==> src/rtl/sp_pp_gen_if.sv <==
// sp_pp_gen_if
//   Bundles the streams and memory ports of the SpGEMM partial-product
//   generator so one port carries everything besides clock and reset.
//   A stream  : a_valid/a_ready/a_val/a_row/a_col/a_last (into the block)
//   rowptr rd : ptr_rd_en/ptr_addr out, ptr_rdata back one cycle later
//   B elem rd : elem_rd_en/elem_addr out, elem_val/elem_col back one cycle later
//   product   : out_valid/out_ready/out_val/out_row/out_col/out_last
//   done      : one-cycle pulse when the final A nonzero is fully processed
//   modport master = the generator, modport slave = its environment.
interface sp_pp_gen_if #(
  parameter int DATA_W = 32,
  parameter int IDX_W  = 16,
  parameter int PTR_W  = 16
);
  logic              a_valid, a_ready, a_last;
  logic [DATA_W-1:0] a_val;
  logic [IDX_W-1:0]  a_row, a_col;

  logic              ptr_rd_en;
  logic [IDX_W-1:0]  ptr_addr;
  logic [PTR_W-1:0]  ptr_rdata;

  logic              elem_rd_en;
  logic [PTR_W-1:0]  elem_addr;
  logic [DATA_W-1:0] elem_val;
  logic [IDX_W-1:0]  elem_col;

  logic              out_valid, out_ready, out_last;
  logic [DATA_W-1:0] out_val;
  logic [IDX_W-1:0]  out_row, out_col;
  logic              done;

  modport master (
    input  a_valid, a_val, a_row, a_col, a_last,
    output a_ready,
    output ptr_rd_en, ptr_addr,
    input  ptr_rdata,
    output elem_rd_en, elem_addr,
    input  elem_val, elem_col,
    output out_valid, out_val, out_row, out_col, out_last,
    input  out_ready,
    output done
  );

  modport slave (
    output a_valid, a_val, a_row, a_col, a_last,
    input  a_ready,
    input  ptr_rd_en, ptr_addr,
    output ptr_rdata,
    input  elem_rd_en, elem_addr,
    output elem_val, elem_col,
    input  out_valid, out_val, out_row, out_col, out_last,
    output out_ready,
    input  done
  );
endinterface

==> src/rtl/sp_pp_gen.sv <==
// sp_pp_gen
//   Row-wise (Gustavson) SpGEMM partial-product generator. For each A
//   nonzero (i,k,a) it reads rowptr[k] and rowptr[k+1], then walks row k of
//   B and emits (i, j, a*b) per B nonzero on a registered valid/ready stream.
//   Ports: clk, rst_n (async, active low), bus (sp_pp_gen_if.master).
module sp_pp_gen #(
  parameter int DATA_W = 32,
  parameter int IDX_W  = 16,
  parameter int PTR_W  = 16
) (
  input  logic        clk,
  input  logic        rst_n,
  sp_pp_gen_if.master bus
);
  typedef enum logic [2:0] {S_IDLE, S_PTR_LO, S_PTR_HI, S_LOAD, S_EMIT} state_e;

  typedef struct packed {
    logic [DATA_W-1:0] val;
    logic [IDX_W-1:0]  row;
    logic [IDX_W-1:0]  col;
    logic              last;
  } beat_t;

  state_e            state_q, state_d;
  logic [DATA_W-1:0] a_val_q, a_val_d;
  logic [IDX_W-1:0]  a_row_q, a_row_d, a_col_q, a_col_d;
  logic              a_last_q, a_last_d;
  logic [PTR_W-1:0]  ptr_q, ptr_d, end_q, end_d;
  beat_t             out_q, out_d;
  logic              out_valid_q, out_valid_d;
  logic              done_q, done_d;

  logic [PTR_W-1:0]  ptr_inc;
  logic              more;
  logic [DATA_W-1:0] prod;

  assign ptr_inc = ptr_q + PTR_W'(1);
  // Extra bit so ptr_q at the top of the address space never wraps into "more".
  assign more    = ({1'b0, ptr_q} + (PTR_W+1)'(1)) < {1'b0, end_q};
  // Low DATA_W bits of the unsigned product.
  assign prod    = a_val_q * bus.elem_val;

  assign bus.out_valid = out_valid_q;
  assign bus.out_val   = out_q.val;
  assign bus.out_row   = out_q.row;
  assign bus.out_col   = out_q.col;
  assign bus.out_last  = out_q.last;
  assign bus.done      = done_q;

  always_comb begin
    state_d        = state_q;
    a_val_d        = a_val_q;
    a_row_d        = a_row_q;
    a_col_d        = a_col_q;
    a_last_d       = a_last_q;
    ptr_d          = ptr_q;
    end_d          = end_q;
    out_d          = out_q;
    out_valid_d    = out_valid_q;
    done_d         = 1'b0;
    bus.a_ready    = 1'b0;
    bus.ptr_rd_en  = 1'b0;
    bus.ptr_addr   = '0;
    bus.elem_rd_en = 1'b0;
    bus.elem_addr  = '0;
    case (state_q)
      S_IDLE: begin
        // Gated by rst_n so nothing is accepted while reset is held.
        bus.a_ready = rst_n;
        if (bus.a_valid && rst_n) begin
          a_val_d       = bus.a_val;
          a_row_d       = bus.a_row;
          a_col_d       = bus.a_col;
          a_last_d      = bus.a_last;
          bus.ptr_rd_en = 1'b1;
          bus.ptr_addr  = bus.a_col;
          state_d       = S_PTR_LO;
        end
      end
      S_PTR_LO: begin
        ptr_d         = bus.ptr_rdata;
        bus.ptr_rd_en = 1'b1;
        bus.ptr_addr  = a_col_q + IDX_W'(1);
        state_d       = S_PTR_HI;
      end
      S_PTR_HI: begin
        end_d = bus.ptr_rdata;
        if (bus.ptr_rdata <= ptr_q) begin
          // Empty (or malformed) B row: nothing to emit.
          state_d = S_IDLE;
          done_d  = a_last_q;
        end else begin
          bus.elem_rd_en = 1'b1;
          bus.elem_addr  = ptr_q;
          state_d        = S_LOAD;
        end
      end
      S_LOAD: begin
        out_d.val   = prod;
        out_d.row   = a_row_q;
        out_d.col   = bus.elem_col;
        out_d.last  = a_last_q && (ptr_inc == end_q);
        out_valid_d = 1'b1;
        state_d     = S_EMIT;
      end
      S_EMIT: begin
        if (bus.out_ready) begin
          out_valid_d = 1'b0;
          out_d.last  = 1'b0;
          if (more) begin
            ptr_d          = ptr_inc;
            bus.elem_rd_en = 1'b1;
            bus.elem_addr  = ptr_inc;
            state_d        = S_LOAD;
          end else begin
            state_d = S_IDLE;
            done_d  = a_last_q;
          end
        end
      end
      default: state_d = S_IDLE;
    endcase
  end

  always_ff @(posedge clk or negedge rst_n) begin
    if (!rst_n) begin
      state_q     <= S_IDLE;
      a_val_q     <= '0;
      a_row_q     <= '0;
      a_col_q     <= '0;
      a_last_q    <= 1'b0;
      ptr_q       <= '0;
      end_q       <= '0;
      out_q       <= '0;
      out_valid_q <= 1'b0;
      done_q      <= 1'b0;
    end else begin
      state_q     <= state_d;
      a_val_q     <= a_val_d;
      a_row_q     <= a_row_d;
      a_col_q     <= a_col_d;
      a_last_q    <= a_last_d;
      ptr_q       <= ptr_d;
      end_q       <= end_d;
      out_q       <= out_d;
      out_valid_q <= out_valid_d;
      done_q      <= done_d;
    end
  end
endmodule

==> src/flat_wrapper.sv <==
// flat-port wrapper written by rule: the top's interface ports become plain ports
module sp_pp_gen_flat 
#(
  parameter int DATA_W = 32,
  parameter int IDX_W  = 16,
  parameter int PTR_W  = 16
)
  (clk, rst_n, bus_a_valid, bus_a_val, bus_a_row, bus_a_col, bus_a_last, bus_a_ready, bus_ptr_rd_en, bus_ptr_addr, bus_ptr_rdata, bus_elem_rd_en, bus_elem_addr, bus_elem_val, bus_elem_col, bus_out_valid, bus_out_val, bus_out_row, bus_out_col, bus_out_last, bus_out_ready, bus_done);
  sp_pp_gen_if #(.DATA_W(DATA_W), .IDX_W(IDX_W), .PTR_W(PTR_W)) bus_i ();
  input  logic clk;
  input  logic rst_n;
  input wire logic [$bits(bus_i.a_valid)-1:0] bus_a_valid;
  input wire logic [$bits(bus_i.a_val)-1:0] bus_a_val;
  input wire logic [$bits(bus_i.a_row)-1:0] bus_a_row;
  input wire logic [$bits(bus_i.a_col)-1:0] bus_a_col;
  input wire logic [$bits(bus_i.a_last)-1:0] bus_a_last;
  output wire logic [$bits(bus_i.a_ready)-1:0] bus_a_ready;
  output wire logic [$bits(bus_i.ptr_rd_en)-1:0] bus_ptr_rd_en;
  output wire logic [$bits(bus_i.ptr_addr)-1:0] bus_ptr_addr;
  input wire logic [$bits(bus_i.ptr_rdata)-1:0] bus_ptr_rdata;
  output wire logic [$bits(bus_i.elem_rd_en)-1:0] bus_elem_rd_en;
  output wire logic [$bits(bus_i.elem_addr)-1:0] bus_elem_addr;
  input wire logic [$bits(bus_i.elem_val)-1:0] bus_elem_val;
  input wire logic [$bits(bus_i.elem_col)-1:0] bus_elem_col;
  output wire logic [$bits(bus_i.out_valid)-1:0] bus_out_valid;
  output wire logic [$bits(bus_i.out_val)-1:0] bus_out_val;
  output wire logic [$bits(bus_i.out_row)-1:0] bus_out_row;
  output wire logic [$bits(bus_i.out_col)-1:0] bus_out_col;
  output wire logic [$bits(bus_i.out_last)-1:0] bus_out_last;
  input wire logic [$bits(bus_i.out_ready)-1:0] bus_out_ready;
  output wire logic [$bits(bus_i.done)-1:0] bus_done;
  assign bus_i.a_valid = bus_a_valid;
  assign bus_i.a_val = bus_a_val;
  assign bus_i.a_row = bus_a_row;
  assign bus_i.a_col = bus_a_col;
  assign bus_i.a_last = bus_a_last;
  assign bus_a_ready = bus_i.a_ready;
  assign bus_ptr_rd_en = bus_i.ptr_rd_en;
  assign bus_ptr_addr = bus_i.ptr_addr;
  assign bus_i.ptr_rdata = bus_ptr_rdata;
  assign bus_elem_rd_en = bus_i.elem_rd_en;
  assign bus_elem_addr = bus_i.elem_addr;
  assign bus_i.elem_val = bus_elem_val;
  assign bus_i.elem_col = bus_elem_col;
  assign bus_out_valid = bus_i.out_valid;
  assign bus_out_val = bus_i.out_val;
  assign bus_out_row = bus_i.out_row;
  assign bus_out_col = bus_i.out_col;
  assign bus_out_last = bus_i.out_last;
  assign bus_i.out_ready = bus_out_ready;
  assign bus_done = bus_i.done;
  sp_pp_gen #(.DATA_W(DATA_W), .IDX_W(IDX_W), .PTR_W(PTR_W)) u_core (.clk(clk), .rst_n(rst_n), .bus(bus_i));
endmodule
==> config.mk <==
export PLATFORM = sky130hd
export DESIGN_NAME = sp_pp_gen_flat
export DESIGN_NICKNAME = d
export VERILOG_FILES = /design/src/rtl/sp_pp_gen_if.sv /design/src/rtl/sp_pp_gen.sv /design/src/flat_wrapper.sv
export SDC_FILE = /design/constraint.sdc
export NUM_CORES = 2
export LEC_CHECK = 0
export CAP_MARGIN = 30
export CORE_MARGIN = 5
export CORE_UTILIZATION = 35
export DETAILED_ROUTE_END_ITERATION = 10
export SETUP_SLACK_MARGIN = 0.15
export SLEW_MARGIN = 10
export SYNTH_ARGS = -nofsm -noshare
export SYNTH_HDL_FRONTEND = slang
export SYNTH_SLANG_ARGS = --single-unit
==> constraint.sdc <==
create_clock -name clk -period 6.28 [get_ports clk]
set_clock_uncertainty 0.05 [all_clocks]
set_input_delay 0.628 -clock clk [delete_from_list [all_inputs] [get_ports clk]]
set_output_delay 0.628 -clock clk [all_outputs]
set_load 0.005 [all_outputs]
==> flow_summary.toml <==
[die]
die_y_um = 271
rows = 95
start_util = 0.354
dieArea_um2 = 73300
placeableCoreArea_um2 = 67300
boundaryPins = 235
die_w_um = 271

[yosys]
syn_area_um2 = 23800
yosysSeqAreaShare = 0.176
syn_area_per_cell_um2 = 8.88
synth-seq-cells = 167
yosys.area.top_type = "fa_1"
ys_top_cells_by_area = "fa_1 34%, dfrtp_1 18%, nand2_1 9.8%, ha_1 8.3%, and2_1 8.1%"
synthArstFlopShare = 1.00
synthFlopType = "dfrtp_1"
synth_edf_count = 0
syn-num-nets = 3378
synth_cell_types = 70
synth_top_area_frac = 0.343
syn_inst = 2680
yosys_warnings = 0

[clocking]
cts_tree = "built"
worstSkewPairLatency_ns = 0.50
hold_buffers = 0
cts.sinks = 167
cts_buffers = 17
root_buffer = "clkbuf_16"
clk_pin_slew_ns = 0.07
clk_path_buf_depth = 2
cts_max_level = 4

[setup_path]
crit_slowest_cell = "fa_1"
path_common_cell = "fa_1"
timing.rr.end = "u_core.bus.out_val[31]"
start_kind = "input pin"
endpoint_kind = "flip-flop"
worstPathArrival_ns = 7.03
worstSetupPathType = "in2reg"
path_delay_family = "adder cells"
max_stage_delay_ns = 0.55
path_max_fanout = 7
r2r_cells = 23
r2r_start = "u_core.a_val_q[12]"
cp.depth = 24
cp.required_ns = 6.60
cp.buffers_inverters = 5
path_cells = "clkdlybuf4s15_1, and2_4, fa_1, fa_1, fa_1, inv_2, fa_1, inv_1, fa_1, inv_1, fa_1, inv_2, fa_2, fa_2, ha_4, a211oi_2, o21bai_1, a211oi_2, a31oi_2, a31oi_4, o21a_1, o21ai_1, xnor2_1, o21ai_1"
r2r_setup_slack_ns = -0.40

[sta]
max_freq_mhz = 149
slew_viol_final = 0
timing.final.crit_share = 1.07
timing.final.ws_setup_ns = -0.434
worst_slew_pin_slew_ns = 0.856
rsz0062_at_grt = "true"
timing.slew.headroom = 0.428
min_period_ns = 6.71
hold_viol_final = 0
setup_violations = 15

[detailed_routing]
ant_nets = 0
wl_um = 72400
drt-pass1-iter-count = 5
viasPerCell = 4.80
wl_per_cell_um = 18.3
drc = 0
drt_iter0_drc = 993
vias = 19000

[layout]
drive_gt1_frac = 0.142
finalNonFillerCells = 3957
areaGrowthSynthToFinish_pct = 28.1
finalNetCount = 3765

[place]
io_buffers = 234
place_congestion = 0.891
dp.final_hpwl_um = 58600
placed_cells = 3886

[flow_run]
drv_cap = 0

[outcome]
violations = "setup timing"
status = "finished with violations"

[global_routing]
grt_pass1_vias = 20300
grt_usage = 0.199
antenna_found_initial = 9
grt_max_degree = 80
grt-ovfl-total = 0
grt_pass1_wl_um = 115000

[min_path]
holdCritPathClass = "in2async"
## worst register-to-register path, stage by stage (launching register included)
cell      delay, ns
dfrtp_2        0.48
and2_4         0.19
fa_1           0.55
fa_1           0.44
fa_1           0.53
inv_2          0.04
fa_1           0.53
inv_1          0.05
fa_1           0.47
inv_1          0.05
fa_1           0.50
inv_2          0.05
fa_2           0.53
fa_2           0.45
ha_4           0.29
a211oi_2       0.06
o21bai_1       0.22
a211oi_2       0.07
a31oi_2        0.29
a31oi_4        0.15
o21a_1         0.22
o21ai_1        0.16
xnor2_1        0.14
o21ai_1        0.07
## cell families after synthesis
| logic type | share of synthesized area |
|---|---|
| simple gates | 0.213 |
| fa+ha+maj | 0.426 |
| buf+inv | 0.0862 |
| compound gates | 0.0585 |
| flops | 0.176 |
| xor+xnor | 0.0394 |
| mux | 0.00173 |
## stage by stage
step	util	instance area, um2	setup WS [ns]	setup TNS [ns]	hold WS (ns)
detailed placement	0.431	29000	-1.26	-21.11	0.406
global placement	0.431	29000	-1.29	-19.72	0.396
CTS	0.449	30200	-0.438	-4.22	0.109
global route	0.453	30500	-0.593	-7.45	0.141
finish	0.453	30500	-0.434	-4.06	0.107
floorplan	-	24000	-0.429	-3.12	0.282
## cell type report
type | count | area, um2
Inverter | 402 | 1510
Fill cell | 6545 | 36800
Clock inverter | 14 | 150
Sequential cell | 167 | 4190
Timing Repair Buffer | 506 | 4930
Tap cell | 873 | 1090
Antenna cell | 4 | 10.0
Multi-Input combinational cell | 1973 | 18200
Clock buffer | 18 | 439
## layout by cell type (no fill, tap or decap), types with 5 or more instances in the layout
master           instances
nand2_1                618
inv_1                  393
fa_1                   387
and2_1                 297
clkdlybuf4s50_1        216
buf_4                  216
dfrtp_1                158
ha_1                   136
xnor2_1                 68
o21ai_0                 67
nor2_1                  34
xor2_1                  34
a21oi_1                 32
buf_12                  31
nand3_1                 30
o21ai_1                 21
fa_2                    21
ha_4                    20
buf_6                   20
a21o_1                  19
nand4_1                 18
clkbuf_16               17
o21a_1                  13
nor3_1                  12
and2_4                  11
o22ai_1                 10
inv_2                    9
o211ai_1                 9
dlygate4sd2_1            9
dfrtp_2                  9
and3_1                   6
inv_8                    6
nor2b_1                  5
o21ai_2                  5
o21bai_1                 5
## registers in the layout, summed over array words and instances (netlist names)
signal / flops
u_core.a_last_q: 1
u_core.a_row_q: 16
u_core.ptr_q: 16
u_core.bus.out_row: 16
u_core.bus.out_col: 16
u_core.bus.out_last: 1
u_core.bus.done: 1
u_core.end_q: 16
u_core.a_val_q: 32
u_core.bus.out_val: 32
u_core.bus.out_valid: 1
u_core.a_col_q: 16
u_core.state_q: 3
## per-layer routing
layer,part of all wire,track usage,vias up
met3,0.069,0.0505,77
met4,0.021,0.0480,10
met1,0.43,0.264,9541
met2,0.48,0.330,471
met5,0.0012,0,-
li1,-,-,8911
## worst max-delay path by stage
stage / startpoint / end / slack (ns)
after floorplan: bus_elem_val[3] / u_core.bus.out_val[27] / -0.43
after global placement: bus_elem_val[8] / u_core.bus.out_val[30] / -1.29
after detailed placement: bus_elem_val[5] / u_core.bus.out_val[27] / -1.26
after CTS: u_core.a_val_q[12] / u_core.bus.out_val[31] / -0.44
after global routing: u_core.a_val_q[8] / u_core.bus.out_val[31] / -0.59
final: bus_elem_val[6] / u_core.bus.out_val[31] / -0.43
## cells in the mapped netlist (4+ instances only)
cell / number
o21ai_1: 13
xor2_1: 35
xnor2_1: 72
nor2b_1: 5
o22ai_1: 10
o21a_1: 13
a21oi_1: 39
fa_1: 408
buf_2: 11
nor3_1: 12
and2_1: 309
and3_1: 6
or2_2: 4
ha_1: 157
inv_1: 402
o211ai_1: 9
a21o_1: 19
a211oi_1: 6
a31oi_1: 5
dfrtp_1: 167
clkbuf_1: 124
a22oi_1: 4
nand3_1: 30
o21bai_1: 5
nor2_1: 35
nand2_1: 621
o21ai_0: 79
nand4_1: 18
## timing repair
action	in CTS	in global routing
pin swaps	75	42
endpoints found under the hold margin	0	0
setup endpoints to repair	20	27
cloned	3	1
resized for setup	109	41
buffers inserted	18	12
Power is left out: the tool's default activity adds up to more than one toggle a clock period on the data nets, which glitch-free logic cannot reach.
